[src/rtl/fm_result_dma_writer.sv]
`default_nettype none
// ============================================================================
//  Module      : fm_result_dma_writer
//  Description : Writes frequency-meter results into a circular buffer in the
//                measurement RAM through its raw port. Tracks the fill level and
//                overflow drops, and raises an interrupt for the CPU.
//  Revision    : 1.0 - initial release
// ============================================================================
module fm_result_dma_writer #(
    parameter int ADDR_WIDTH = 11,
    parameter int BASE_WORD  = 0,
    parameter int DEPTH_LOG2 = 4
) (
    input  logic                  clk_i,
    input  logic                  rst_i,
    input  logic [31:0]           smp_dat_i,
    input  logic                  smp_valid_i,
    output logic                  smp_ready_o,
    input  logic                  enable_i,
    input  logic                  clear_i,
    input  logic [DEPTH_LOG2:0]   rd_ptr_i,
    input  logic [DEPTH_LOG2:0]   irq_level_i,
    output logic [ADDR_WIDTH-1:0] rawp_adr_o,
    output logic [31:0]           rawp_dat_o,
    output logic                  rawp_we_o,
    input  logic                  rawp_stall_i,
    output logic [DEPTH_LOG2:0]   wr_ptr_o,
    output logic [DEPTH_LOG2:0]   level_o,
    output logic [15:0]           ovf_cnt_o,
    output logic                  error_o,
    output logic                  irq_o
);

    localparam int c_PTR_W  = DEPTH_LOG2 + 1;
    localparam int c_WORD_W = ADDR_WIDTH - 2;

    localparam logic [c_PTR_W-1:0] c_FULL = {1'b1, {DEPTH_LOG2{1'b0}}};

    localparam logic [1:0] c_ST_IDLE  = 2'd0;
    localparam logic [1:0] c_ST_WRITE = 2'd1;
    localparam logic [1:0] c_ST_CHECK = 2'd2;
    localparam logic [1:0] c_ST_ERROR = 2'd3;

    logic [1:0]            r_state;
    logic [c_PTR_W-1:0]    r_wr_ptr;
    logic [15:0]           r_ovf_cnt;
    logic                  r_error;
    logic                  r_irq;
    logic                  r_we;
    logic [ADDR_WIDTH-1:0] r_adr;
    logic [31:0]           r_dat;

    logic [c_PTR_W-1:0]    w_level;
    logic                  w_full;
    logic                  w_handshake;
    logic [c_WORD_W-1:0]   w_word;

    assign w_level     = r_wr_ptr - rd_ptr_i;
    assign w_full      = (w_level == c_FULL);
    // Ready is held low while reset is asserted so every output reads zero.
    assign smp_ready_o = (r_state == c_ST_IDLE) & enable_i & ~rst_i;
    assign w_handshake = smp_valid_i & smp_ready_o;
    assign w_word      = c_WORD_W'(BASE_WORD) + c_WORD_W'(r_wr_ptr[DEPTH_LOG2-1:0]);

    always_ff @(posedge clk_i or posedge rst_i) begin
        if (rst_i) begin
            r_state   <= c_ST_IDLE;
            r_wr_ptr  <= '0;
            r_ovf_cnt <= '0;
            r_error   <= 1'b0;
            r_irq     <= 1'b0;
            r_we      <= 1'b0;
            r_adr     <= '0;
            r_dat     <= '0;
        end else begin
            r_irq <= r_error | ((irq_level_i != '0) && (w_level >= irq_level_i));
            if (clear_i) begin
                r_state   <= c_ST_IDLE;
                r_wr_ptr  <= '0;
                r_ovf_cnt <= '0;
                r_error   <= 1'b0;
                r_we      <= 1'b0;
            end else begin
                case (r_state)
                    c_ST_IDLE: begin
                        if (w_handshake) begin
                            if (w_full) begin
                                if (r_ovf_cnt != 16'hFFFF) begin
                                    r_ovf_cnt <= r_ovf_cnt + 16'd1;
                                end
                            end else begin
                                r_dat   <= smp_dat_i;
                                r_adr   <= {w_word, 2'b00};
                                r_we    <= 1'b1;
                                r_state <= c_ST_WRITE;
                            end
                        end
                    end
                    c_ST_WRITE: begin
                        r_we    <= 1'b0;
                        r_state <= c_ST_CHECK;
                    end
                    c_ST_CHECK: begin
                        // The RAM's stall flag now reflects the address just written.
                        if (rawp_stall_i) begin
                            r_error <= 1'b1;
                            r_state <= c_ST_ERROR;
                        end else begin
                            r_wr_ptr <= r_wr_ptr + c_PTR_W'(1);
                            r_state  <= c_ST_IDLE;
                        end
                    end
                    c_ST_ERROR: begin
                        r_state <= c_ST_ERROR;
                    end
                    default: begin
                        r_state <= c_ST_IDLE;
                    end
                endcase
            end
        end
    end

    assign rawp_adr_o = r_adr;
    assign rawp_dat_o = r_dat;
    assign rawp_we_o  = r_we;
    assign wr_ptr_o   = r_wr_ptr;
    assign level_o    = w_level;
    assign ovf_cnt_o  = r_ovf_cnt;
    assign error_o    = r_error;
    assign irq_o      = r_irq;

endmodule
`default_nettype wire

[config.mk]
export PLATFORM = sky130hd
export DESIGN_NAME = fm_result_dma_writer
export DESIGN_NICKNAME = d
export VERILOG_FILES = /design/src/rtl/fm_result_dma_writer.sv
export SDC_FILE = /design/constraint.sdc
export NUM_CORES = 1
export LEC_CHECK = 0
export CORE_ASPECT_RATIO = 2
export CORE_MARGIN = 2
export CORE_UTILIZATION = 39
export DETAILED_ROUTE_END_ITERATION = 7
export HOLD_SLACK_MARGIN = 0.03
export PLACE_DENSITY = 0.85
export SLEW_MARGIN = 25
export SYNTH_ARGS = -nofsm -noshare
export SYNTH_HDL_FRONTEND = slang
export SYNTH_SLANG_ARGS = --single-unit
[constraint.sdc]
create_clock -name clk_i -period 2.91 [get_ports clk_i]
set_clock_uncertainty 0.1 [all_clocks]
set_input_delay 0.4365 -clock clk_i [delete_from_list [all_inputs] [get_ports clk_i]]
set_output_delay 0.4365 -clock clk_i [all_outputs]
set_load 0.05 [all_outputs]
==> metrics.sh <==
FIN_CELLS=499
MAX_SLEW_MARGIN=0.5290
FINAL_MIN_PERIOD_OVER_CLOCK_PERIOD=0.9686
WORST_EP_ARRIVAL_TIME_NS=2.92
FILLCELLCOUNT=580
WORST-SLEW-PIN-TRANSITION_NS=0.7055
CTS_ROOT_BUFFER='sky130_fd_sc_hd__clkbuf_16'
DETAIL_ROUTE.DRC_VIOLATIONS=0
SYNTH_ENABLE_FLOP_CELLS=0
CTS.HTREE.LEVELS=3
CTS.SINKS=62
PWR-SHARE-COMB=0.326
ROWS=45
CLK_PIN_SLEW_NS=0.05
LEAKAGEPOWER_nW=2.143
SYNTH.LARGEST_AREA_CELL='sky130_fd_sc_hd__dfrtp_1'
TIMING_MAX_TRANSITION_VIOLATIONS_FINAL=0
FINAL_ANTENNA_NET_COUNT=0
AVGVIACOUNTPERCELL=5.068
YS.FLOP_TYPE='sky130_fd_sc_hd__dfrtp_1'
CLKPWRFRAC=0.356
SYN2LAYOUT_AREA_GROWTH_PCT=63.18
NUMBER_OF_ANTENNA_VIOLATIONS_AT_THE_FIRST_CHECK_IN_GLOBAL_ROUTING=0
FP.DIEAREA_SQ_UM=8491
HOLD_BUFFERS=0
YS_SEQ_AREA_FRAC=0.5147
NETSWITCHINGPOWER_W=0.001066
FIN_TNS_SETUP_NS=0
NUMPLACEDINSTANCES=479
GRT_START_MAX_NET_PINS=37
YOSYS_REGISTER_BITS=62
FINALWORSTPATHREQUIREDPERIOD_NS=2.819
ANTENNA-DIODE-COUNT=0
CRITICAL_PATH_PEAK_FANOUT=9
NETLIST_TOP_CELLS_AREA='sky130_fd_sc_hd__dfrtp_1 51%, sky130_fd_sc_hd__mux2_2 14%, sky130_fd_sc_hd__ha_1 4.6%, sky130_fd_sc_hd__nor2_1 2.6%, sky130_fd_sc_hd__xor2_1 2.6%'
POST_DRT_WL_PER_CELL_UM=16.21
DPL.HPWL_UM=5844
REGISTER_AREA_SQ_UM=1553
WEIGHTED_CONGESTION_REPORTED_AT_THE_END_OF_ROUTABILITY_DRIVEN_PLACEMENT=0.8474
DETAIL_ROUTE.ITER0.VIOLATIONS=189
POSTSYNTHCELLCOUNT=259
P_INT_W=0.002223
RSZ0062_AT_GRT='true'
VDD_DROP_MAX_mV=0.7936
ROUTED_WIRE_LENGTH_UM=8089
FINAL_DESIGN_AREA_NO_FILL_SQ_UM=4918
MAXCAPVIOLCOUNT=0
PLACEDINSTANCEAREA_SQ_UM=4474
FINISH.UTILIZATION=0.6519
GRT_PASS1_WL_UM=12590
FLOORPLAN.IO_PINS=121
OVERFLOW=0
DRIVE_ABOVE_1_SHARE=0.2444
CRIT_TYPE='in2reg'
SYN_AREA_SQ_UM=3014
DIE_H_UM=128.3
CTS_MADE_BUFFERS=9
SETUP.WORST_PATH.START_CLASS='input pin'
CORE-AREA_SQ_UM=7545
HOLD_PATH.CLASS='reg2reg'
OUTCOME='completed'
AVGSYNTHCELLAREA_SQ_UM=11.64
REQUIRED_NS=3.01
FIRST_GLOBAL_VIAS=2699
PLACE.PORT_BUFFERS=113
DRT_PRE_ANTENNA_ITERS=4
ASYNCSETRESETFLOPFRACSYNTH=1.000
NUM-NETS-FINAL=460
START_UTIL=0.3995
INSERTION_DELAY_NS=0.31
MULTI_INPUT_COMB_AREA_SQ_UM=1420
CTSLONGESTPATHBUFFERS=2
NETLIST-CELL-TYPE-COUNT=37
TRACK_USAGE=0.1958
SYNTHDOMINANTCELLAREASHARE=0.5147
POWER.SEQUENTIAL.FRACTION=0.319
FINALHOLDVIOLATIONS=0
TRITONCTS_CLOCK_TREE='yes'
CP-END-KIND='flip-flop'
SWITCHING_SHARE=0.3241
DR_TOTAL_VIAS=2529
CELLPOWERDENSITY_nW_PER_UM2=668.7
FLOORPLAN.DIE.WIDTH_UM=66.17
YOSYS_WARNINGS=0
FINAL-SETUP-VIOL-COUNT=0
TIMING.FMAX_MHz=354.8
## synthesized netlist by cell type (2+ instances only)
library cell and instances:
sky130_fd_sc_hd__a21o_1 4, sky130_fd_sc_hd__or4_1 2, sky130_fd_sc_hd__nand2_1 11, sky130_fd_sc_hd__a21oi_1 12
sky130_fd_sc_hd__or3_1 7, sky130_fd_sc_hd__xor2_1 9, sky130_fd_sc_hd__and3_1 2, sky130_fd_sc_hd__ha_1 11
sky130_fd_sc_hd__mux2_2 37, sky130_fd_sc_hd__dfrtp_1 62, sky130_fd_sc_hd__mux2i_1 2, sky130_fd_sc_hd__mux2_1 2
sky130_fd_sc_hd__nand4_1 8, sky130_fd_sc_hd__xnor2_1 3, sky130_fd_sc_hd__o21ai_0 7, sky130_fd_sc_hd__nor2b_1 2
sky130_fd_sc_hd__a31oi_1 3, sky130_fd_sc_hd__nand3_1 6, sky130_fd_sc_hd__clkbuf_1 4, sky130_fd_sc_hd__inv_1 15
sky130_fd_sc_hd__buf_6 3, sky130_fd_sc_hd__nor4_1 5, sky130_fd_sc_hd__nor2_1 21, sky130_fd_sc_hd__buf_4 7
sky130_fd_sc_hd__nor3_1 2
## kinds of logic (layout without fill, tap and decap cells)
family,after synthesis,count (layout),synth area share
simple gates,72,72,0.1312
flops,62,62,0.5147
mux,41,41,0.1523
compound gates,29,29,0.05563
buf+inv,29,169,0.05230
xor+xnor,13,13,0.04027
fa+ha+maj,12,12,0.05230
other cells,1,7,0.001244
## cell usage in the layout, fill, tap and decap left out, types with 8 or more instances in the layout
cell                              Yosys  layout
sky130_fd_sc_hd__clkbuf_16            0      11
sky130_fd_sc_hd__nor2_1              21      21
sky130_fd_sc_hd__nand4_1              8       8
sky130_fd_sc_hd__a21oi_1             12      11
sky130_fd_sc_hd__xor2_1               9       8
sky130_fd_sc_hd__mux2_2              37      33
sky130_fd_sc_hd__dfrtp_1             62      61
sky130_fd_sc_hd__buf_4                7      21
sky130_fd_sc_hd__clkdlybuf4s50_1      0     106
sky130_fd_sc_hd__nand2_1             11      11
sky130_fd_sc_hd__inv_1               15      12
sky130_fd_sc_hd__ha_1                11       9
## what timing repair did
item | in CTS | in global routing
cloned | 0 | 3
gates resized for setup | 1 | 5
endpoints found under the hold margin | 0 | 0
setup buffers | 0 | 1
endpoints found under the setup margin | 35 | 45
pin swaps | 1 | 2
## power by group through the flow
stage	clock network [W]	registers (W)	logic, W
2_1_floorplan	0	0.00148	0.000246
5_1_grt	0.00124	0.00107	0.00111
6_report	0.00117	0.00105	0.00107
3_3_place_gp	0	0.00106	0.00105
3_5_place_dp	0	0.00106	0.00107
4_1_cts	0.00120	0.00105	0.00107
## critical path, stage by stage
cell and delay [ns]:
sky130_fd_sc_hd__clkdlybuf4s50_1 0.45, sky130_fd_sc_hd__inv_1 0.05, sky130_fd_sc_hd__ha_2 0.34, sky130_fd_sc_hd__a21oi_1 0.18, sky130_fd_sc_hd__nand2_1 0.12, sky130_fd_sc_hd__mux2_4 0.33
sky130_fd_sc_hd__and2_4 0.17, sky130_fd_sc_hd__nor3_4 0.19, sky130_fd_sc_hd__buf_12 0.15, sky130_fd_sc_hd__clkbuf_16 0.16, sky130_fd_sc_hd__mux2_2 0.33
## worst paths after layout
check                         startpoint       endpoint  slack [ns]  cells after the start
max in group asynchronous          rst_i    wr_ptr_o[0]        1.52                      3
hold reg to reg            rawp_adr_o[3]  rawp_adr_o[3]        0.39                      1
hold / removal             rawp_adr_o[3]  rawp_adr_o[3]        0.39                      1
setup reg to reg             wr_ptr_o[0]  rawp_dat_o[1]        0.09                     12
setup / recovery             rd_ptr_i[2]  rawp_dat_o[1]        0.09                     11
min in group asynchronous          rst_i     r_state[0]        0.55                      2
## layout make-up
| class | instances | area share |
|---|---|---|
| Sequential cell | 62 | 0.3157 |
| Timing Repair Buffer | 138 | 0.2920 |
| Multi-Input combinational cell | 174 | 0.2887 |
| Clock buffer | 13 | 0.05495 |
| Tap cell | 94 | 0.02391 |
| Clock inverter | 3 | 0.01323 |
| Inverter | 15 | 0.01145 |
## registers in the layout, indices dropped and copies added, names as in the netlist
signal and flops:
error_o 1, ovf_cnt_o 16, rawp_adr_o 4, r_state 2
rawp_dat_o 32, rawp_we_o 1, wr_ptr_o 5, irq_o 1
## per-layer routing
metal  share of wire  global-route usage
met4           0.019             0.09844
met1            0.34              0.1947
met5               0                   0
met2            0.60              0.3653
met3           0.042             0.04302
## metrics by stage
stage	hold WS (ns)	worst slack, ns	power, W
floorplan	0.4531	-0.2546	0.001725
global placement	0.3754	-0.3166	0.002108
detailed placement	0.3830	-0.3747	0.002128
CTS	0.3943	0.0009184	0.003322
global route	0.4081	-0.002596	0.003424
finish	0.3875	0.09128	0.003289
Note: power is estimated with default switching activity, not from simulation.
